`config.mk`:
```
export PLATFORM = sky130hd
export DESIGN_NAME = display_scan_ctrl
export DESIGN_NICKNAME = d
export VERILOG_FILES = /design/src/rtl/display_scan_ctrl.sv
export SDC_FILE = /design/constraint.sdc
export NUM_CORES = 1
export LEC_CHECK = 0
export ABC_CLOCK_PERIOD_IN_PS = 8200
export BUFFER_PORTS_ARGS = -buffer_cell sky130_fd_sc_hd__buf_2
export CORE_ASPECT_RATIO = 0.8
export CORE_MARGIN = 2
export CORE_UTILIZATION = 58
export DETAILED_ROUTE_END_ITERATION = 16
export PLACE_DENSITY = 0.83
export SLEW_MARGIN = 20
export SYNTH_ARGS = -nofsm -noshare
export SYNTH_HDL_FRONTEND = slang
export SYNTH_SLANG_ARGS = --single-unit
```
`constraint.sdc`:
```
create_clock -name clk -period 8.2 [get_ports clk]
set_input_delay 2.05 -clock clk [delete_from_list [all_inputs] [get_ports clk]]
set_output_delay 2.05 -clock clk [all_outputs]
set_load 0.02 [all_outputs]
```
`src/rtl/display_scan_ctrl.sv`:
```
// Scan scheduler for a 4-digit multiplexed 7-seg display: digit scan,
// blanking gap, per-digit enable, PWM brightness and frame-synced data.
module display_scan_ctrl #(
  parameter int unsigned DIGIT_CYCLES = 50000,
  parameter int unsigned BLANK_CYCLES = 1000,
  parameter int unsigned CNT_W        = 16
) (
  input  logic        clk,
  input  logic        rst,
  input  logic        load,
  input  logic [15:0] hexs_in,
  input  logic [3:0]  points_in,
  input  logic [3:0]  les_in,
  input  logic [3:0]  en_mask,
  input  logic [3:0]  bright,
  output logic [1:0]  scan,
  output logic [3:0]  AN,
  output logic [15:0] hexs,
  output logic [3:0]  points,
  output logic [3:0]  LEs,
  output logic        pending,
  output logic        frame_tick
);

  typedef enum logic {
    PH_BLANK,
    PH_ON
  } phase_e;

  localparam logic [CNT_W-1:0] LAST  = CNT_W'(DIGIT_CYCLES - 1);
  localparam logic [CNT_W-1:0] BLANK = CNT_W'(BLANK_CYCLES);

  logic [CNT_W-1:0] slot_cnt_q, slot_cnt_d;
  logic [1:0]       scan_q, scan_d;
  logic [3:0]       pwm_q, pwm_d;
  logic [3:0]       en_q, en_d;
  logic [3:0]       bright_q, bright_d;
  logic [3:0]       an_q, an_d;
  logic             tick_q, tick_d;
  logic [15:0]      sh_hex_q, sh_hex_d;
  logic [3:0]       sh_pts_q, sh_pts_d;
  logic [3:0]       sh_les_q, sh_les_d;
  logic [15:0]      hex_q, hex_d;
  logic [3:0]       pts_q, pts_d;
  logic [3:0]       les_q, les_d;
  logic             pend_q, pend_d;
  logic             wrap;
  phase_e           phase_d;

  // AN is computed from next-state values so it always matches scan
  always_comb begin
    wrap       = (slot_cnt_q == LAST);
    slot_cnt_d = wrap ? '0 : slot_cnt_q + 1'b1;
    scan_d     = wrap ? scan_q + 2'd1 : scan_q;
    pwm_d      = wrap ? 4'd0 : pwm_q + 4'd1;
    en_d       = (slot_cnt_q == '0) ? en_mask : en_q;
    bright_d   = (slot_cnt_q == '0) ? bright : bright_q;
    tick_d     = wrap && (scan_q == 2'd3);
    phase_d    = (slot_cnt_d < BLANK) ? PH_BLANK : PH_ON;
    an_d       = 4'b1111;
    unique case (phase_d)
      PH_BLANK: an_d = 4'b1111;
      PH_ON: begin
        if (en_d[scan_d] && (pwm_d <= bright_d))
          an_d = ~(4'b0001 << scan_d);
      end
      default: an_d = 4'b1111;
    endcase
  end

  // Shadow is committed in the cycle after the wrap; a load in that
  // same cycle bypasses the shadow
  always_comb begin
    sh_hex_d = sh_hex_q;
    sh_pts_d = sh_pts_q;
    sh_les_d = sh_les_q;
    hex_d    = hex_q;
    pts_d    = pts_q;
    les_d    = les_q;
    pend_d   = pend_q;
    if (load) begin
      sh_hex_d = hexs_in;
      sh_pts_d = points_in;
      sh_les_d = les_in;
    end
    if (tick_q) begin
      if (load) begin
        hex_d  = hexs_in;
        pts_d  = points_in;
        les_d  = les_in;
        pend_d = 1'b0;
      end else if (pend_q) begin
        hex_d  = sh_hex_q;
        pts_d  = sh_pts_q;
        les_d  = sh_les_q;
        pend_d = 1'b0;
      end
    end else if (load) begin
      pend_d = 1'b1;
    end
  end

  always_ff @(posedge clk) begin
    if (rst) begin
      slot_cnt_q <= '0;
      scan_q     <= '0;
      pwm_q      <= '0;
      en_q       <= '0;
      bright_q   <= '0;
      an_q       <= 4'b1111;
      tick_q     <= 1'b0;
      sh_hex_q   <= '0;
      sh_pts_q   <= '0;
      sh_les_q   <= '0;
      hex_q      <= '0;
      pts_q      <= '0;
      les_q      <= '0;
      pend_q     <= 1'b0;
    end else begin
      slot_cnt_q <= slot_cnt_d;
      scan_q     <= scan_d;
      pwm_q      <= pwm_d;
      en_q       <= en_d;
      bright_q   <= bright_d;
      an_q       <= an_d;
      tick_q     <= tick_d;
      sh_hex_q   <= sh_hex_d;
      sh_pts_q   <= sh_pts_d;
      sh_les_q   <= sh_les_d;
      hex_q      <= hex_d;
      pts_q      <= pts_d;
      les_q      <= les_d;
      pend_q     <= pend_d;
    end
  end

  assign scan       = scan_q;
  assign AN         = an_q;
  assign hexs       = hex_q;
  assign points     = pts_q;
  assign LEs        = les_q;
  assign pending    = pend_q;
  assign frame_tick = tick_q;

endmodule
```
Word-level counts from Yosys, hierarchy flattened
Index checks and enable logic that the tools add are counted.
W data, S select, Z words.
Word-level totals
  register bits after elaboration: 84
  latch bits: 0
  RAM bits: 0
  bits in read-only memories: 0
  input bits: 35
  output and inout bits: 32
  word-level logic and storage cells: 46
  memories: 0
Cells by class
  add/sub/neg operators: 3
  multiply operators: 0
  div/mod/pow operators: 0
  magnitude comparators: 3
  eq/ne operators: 2
  shift-type cells: 1
  mux-type cells: 16
  bitwise gates (word level): 1
  reduce and logical (&&, ||, !) cells: 6
Operator list (count)
  $mux W16: 3
  $mux W4: 8
  $add A16 B1 Y16 const B: 1
  $eq A16 B16 Y1 const B: 1
  $logic_not A16 Y1: 1
  $lt A16 B10 Y1 const B: 1
  $pmux W4 S2: 1
  $add A4 B1 Y4 const B: 1
  $le A4 B4 Y1: 1
  $not A4 Y4: 1
  $shl A1 B2 Y4 const A: 1
  $lt A2 B3 Y1 const B: 1
  $add A2 B1 Y2 const B: 1
  $bmux W1 S2: 1
  $eq A2 B2 Y1 const B: 1
  $logic_and A1 B1 Y1: 2
  $mux W1: 2
  $mux W2: 1
  $reduce_and A2 Y1: 1
  $reduce_bool A2 Y1: 1
  $reduce_or A2 Y1: 1

Longest topological paths before layout
  word-level depth: 7
  gate-level depth with buffers: 13
  mapped depth without buffers: 12

Least setup slack after synthesis
Ideal clock, no wire load.
  path kind: input port to flip-flop
  start point: input port load
  end point: register hex_q[8], in the netlist hexs[8]
  library setup time: 0.134 ns
  arrival: 3.255 ns
  data required time: 8.066 ns
  path slack: 4.811 ns
  stages on the path: 6
  path buffers: 3
  cell sequence: clkbuf_1 nor2_1 nor2b_1 clkbuf_1 clkbuf_1 a211oi_1
On the way
  word-level cells in the longest chain between the ends: 2
  elaborated cells on any way between the ends: 3
  those cells by class: mux (1); reduce/logical (2)
RTL lines
  start, declared: line 10  | input logic load,
  $reduce_bool A2 Y1 (no source line)
  $reduce_and A2 Y1 (no source line)
  end signal, assigned: line 115  | hex_q <= '0;
  end signal, assigned: line 130  | hex_q <= hex_d;
  end, declared: line 43  | logic [15:0] hex_q, hex_d;
Parallel ways exist; a longest one is shown, timed or not.
A chain may end at the register's enable or synchronous reset.

Worst setup path in the final report
  start point: input port load
  end point: register hex_q[4], in the netlist hexs[4]
Same word-level chain as after synthesis.

==> metrics.yaml <==
grt:
  grt_max_degree: 68
  antenna_found_initial: 0
  track_usage_pct: 20.17
  grt_pass1_vias: 2330
  grt_pass1_wl_mm: 10.12
  overflow: 0
detailed_routing:
  vias: 2585
  routedWlPerCell_um: 12.72
  post-route-drc-count: 0
  postRouteAntennaNets: 0
  drt_iter0_markers: 140
  first_pass_iters: 4
  via_per_inst: 5.201
  routed_wl_mm: 6.323
pwr:
  leakagePower_nw: 1.654
  powerDensity_nw_per_um2: 202.1
  p_int_w: 0.0006099
  comb_power_share_pct: 8.3
  clkPwrFrac_pct: 37.9
  ir_drop_v: 0.0001219
  p_seq_share_pct: 53.8
  p_sw_share_pct: 23.18
  power.switching_w: 0.0001840
sta:
  clock_skew_ns: 0.008004
  fmax_mhz: 261.3
  hold_violations: 0
  rsz0062_at_grt: "false"
  whs_ns: 0.4802
  tightestPinTransition_ns: 0.7430
  final.min_clock_period_ns: 3.827
  maxSlewHeadroom_pct: 50.47
  setup_violations: 0
  fin_crit_sh_pct: 46.67
  drv_slew: 0
  tns_ns: 0
clocking:
  cts-root-buf: "clkbuf_8"
  clkTransAtPathRegs_ns: 0.08
  cts_hold_buffers: 0
  cts_resized: 0
  clk_latency_ns: 0.35
  cts_buffers: 9
  htree_levels: 3
  clk_path_buf_depth: 2
  cts_tree: "yes"
  clkSinkCount: 84
  postCtsSetupRepairBufs: 0
placed_design:
  gp_congestion: 0.8068
  dp_hpwl_mm: 4.420
  portBuffers: 66
floorplan:
  dieArea_um2: 6468
  die_w_um: 89.42
  rows: 24
  die_h_um: 72.34
  io_pins: 67
  initial_core_util_pct: 60.95
  core_area_um2: 5555
worst_setup_path:
  cp-start-kind: "primary input"
  crit_arrival_ns: 4.08
  slowest_delay_ns: 0.57
  rrSetupSlack_ns: 5.22
  cp.required_ns: 8.45
  crit_type: "primary input to register"
  slowest_stage: "buf_2"
  path_cells: "buf_2 -> nor2_1 -> nor2b_2 -> buf_4 -> nor2_1 -> a211oi_1"
  crit_path_max_fanout: 32
  path_common_cell: "nor2_1"
  crit_family: "buffers and inverters"
  crit_buf_inv: 2
  end_kind: "register"
job:
  drv_cap: 0
yosys:
  synth_compound_area_share_pct: 9.054
  synth-simple-area-share_pct: 20.29
  synth_xor_area_share_pct: 4.398
  synthTopCellsByArea: "dfxtp_1 50%, nor2_1 9.4%, mux2i_1 9.2%"
  syn_inst: 362
  synth_top_cell_by_area: "dfxtp_1"
  ys_ff_latch: 84
  synth-edff-count: 0
  synth_top_cell_area_share_pct: 49.67
  synth.most_common_cell: "nor2_1"
  yosysSeqAreaShare_pct: 49.67
  yosys_warnings: 0
  ys_types: 39
  muxShareOfSynthArea_pct: 9.497
  ys.flop_type: "dfxtp_1"
  synth_top_family_by_area: "simple AND/OR/NAND/NOR gates"
  avgSynthCellArea_um2: 9.353
  syn_area_um2: 3386
  synth_commonest_cells: "85 x nor2_1, 84 x dfxtp_1, 31 x mux2i_1"
  async_flop_share_pct: 0
  synth_nets: 405
  synth-adder-area-share_pct: 2.956
cells_and_area:
  fillers: 419
  drive_gt1_share_pct: 22.67
  antenna_cells: 0
  fin_nets: 457
  syn2layout_area_growth_pct: 16.00
hold_path:
  min_path_type: "register to register"
outcome:
  status: "finished, final reports clean"
-- power groups by stage --
stage	combinational (W)	sequential, W	clock, W
floorplan	0.0000485	0.000435	0
global placement	0.0000639	0.000436	0
detailed placement	0.0000662	0.000437	0
CTS	0.0000665	0.000427	0.000306
global route	0.0000740	0.000429	0.000321
finish	0.0000660	0.000427	0.000301
-- path summary, 6_finish.rpt --
| kind | from | endpoint | cells past startpoint |
|---|---|---|---|
| max | load | hexs[4]$_SDFFE_PP0P_ | 6 |
| min | pwm_q[0]$_SDFF_PP0_ | pwm_q[0]$_SDFF_PP0_ | 1 |
| max reg2reg | slot_cnt_q[0]$_SDFF_PP0_ | AN[2]$_SDFF_PP1_ | 11 |
| min reg2reg | pwm_q[0]$_SDFF_PP0_ | pwm_q[0]$_SDFF_PP0_ | 1 |
-- kinds of logic after synthesis --
group	after synthesis
buf+inv	34
compound gates	44
simple gates	143
flops	84
xor+xnor	17
fa+ha+maj	8
mux	32
-- layout make-up --
type                    instances  area (um2)  share of cell area (%)
clock buffers                  12       155.1                   3.950
clock inverters                 4       55.05                   1.402
inverters                       7       26.28                  0.6690
multi-input cells             244        1567                   39.89
flip-flops and latches         84        1682                   42.82
well taps                      78       97.59                   2.485
repair buffers                 68       345.3                   8.793
-- layout by cell type, fill, tap and decap left out, types with 3 or more instances in the layout --
cell,n
a211oi_1,24
a21oi_1,6
buf_2,66
clkbuf_8,11
dfxtp_1,84
ha_1,8
inv_1,7
mux2i_1,31
nand2_1,9
nand3_1,11
nand4_1,9
nor2_1,85
nor2b_1,3
nor3_1,5
nor4_1,4
o21ai_0,6
or2_2,3
xnor2_1,12
xor2_1,5
-- routing by layer --
| layer | up-vias | track usage (%) | part of all wire, % |
|---|---|---|---|
| li1 | 1341 | - | - |
| met1 | 1182 | 25.25 | 49 |
| met2 | 57 | 33.58 | 46 |
| met3 | 5 | 4.778 | 4.7 |
| met4 | 0 | 7.960 | 1.0 |
| met5 | - | 0 | 0 |
-- stage by stage --
step	cells	setup WS (ns)	total power [W]	utilization (%)	cell area (um2)
after floorplan	362	4.811	0.0004836	-	3386
after global placement	481	4.160	0.0004999	66.91	3717
after detailed placement	481	4.032	0.0005028	66.91	3717
after CTS	497	4.391	0.0007998	70.70	3928
after global routing	497	4.191	0.0008234	70.70	3928
final	497	4.373	0.0007939	70.70	3928
Power figures use the tool's default switching activity.
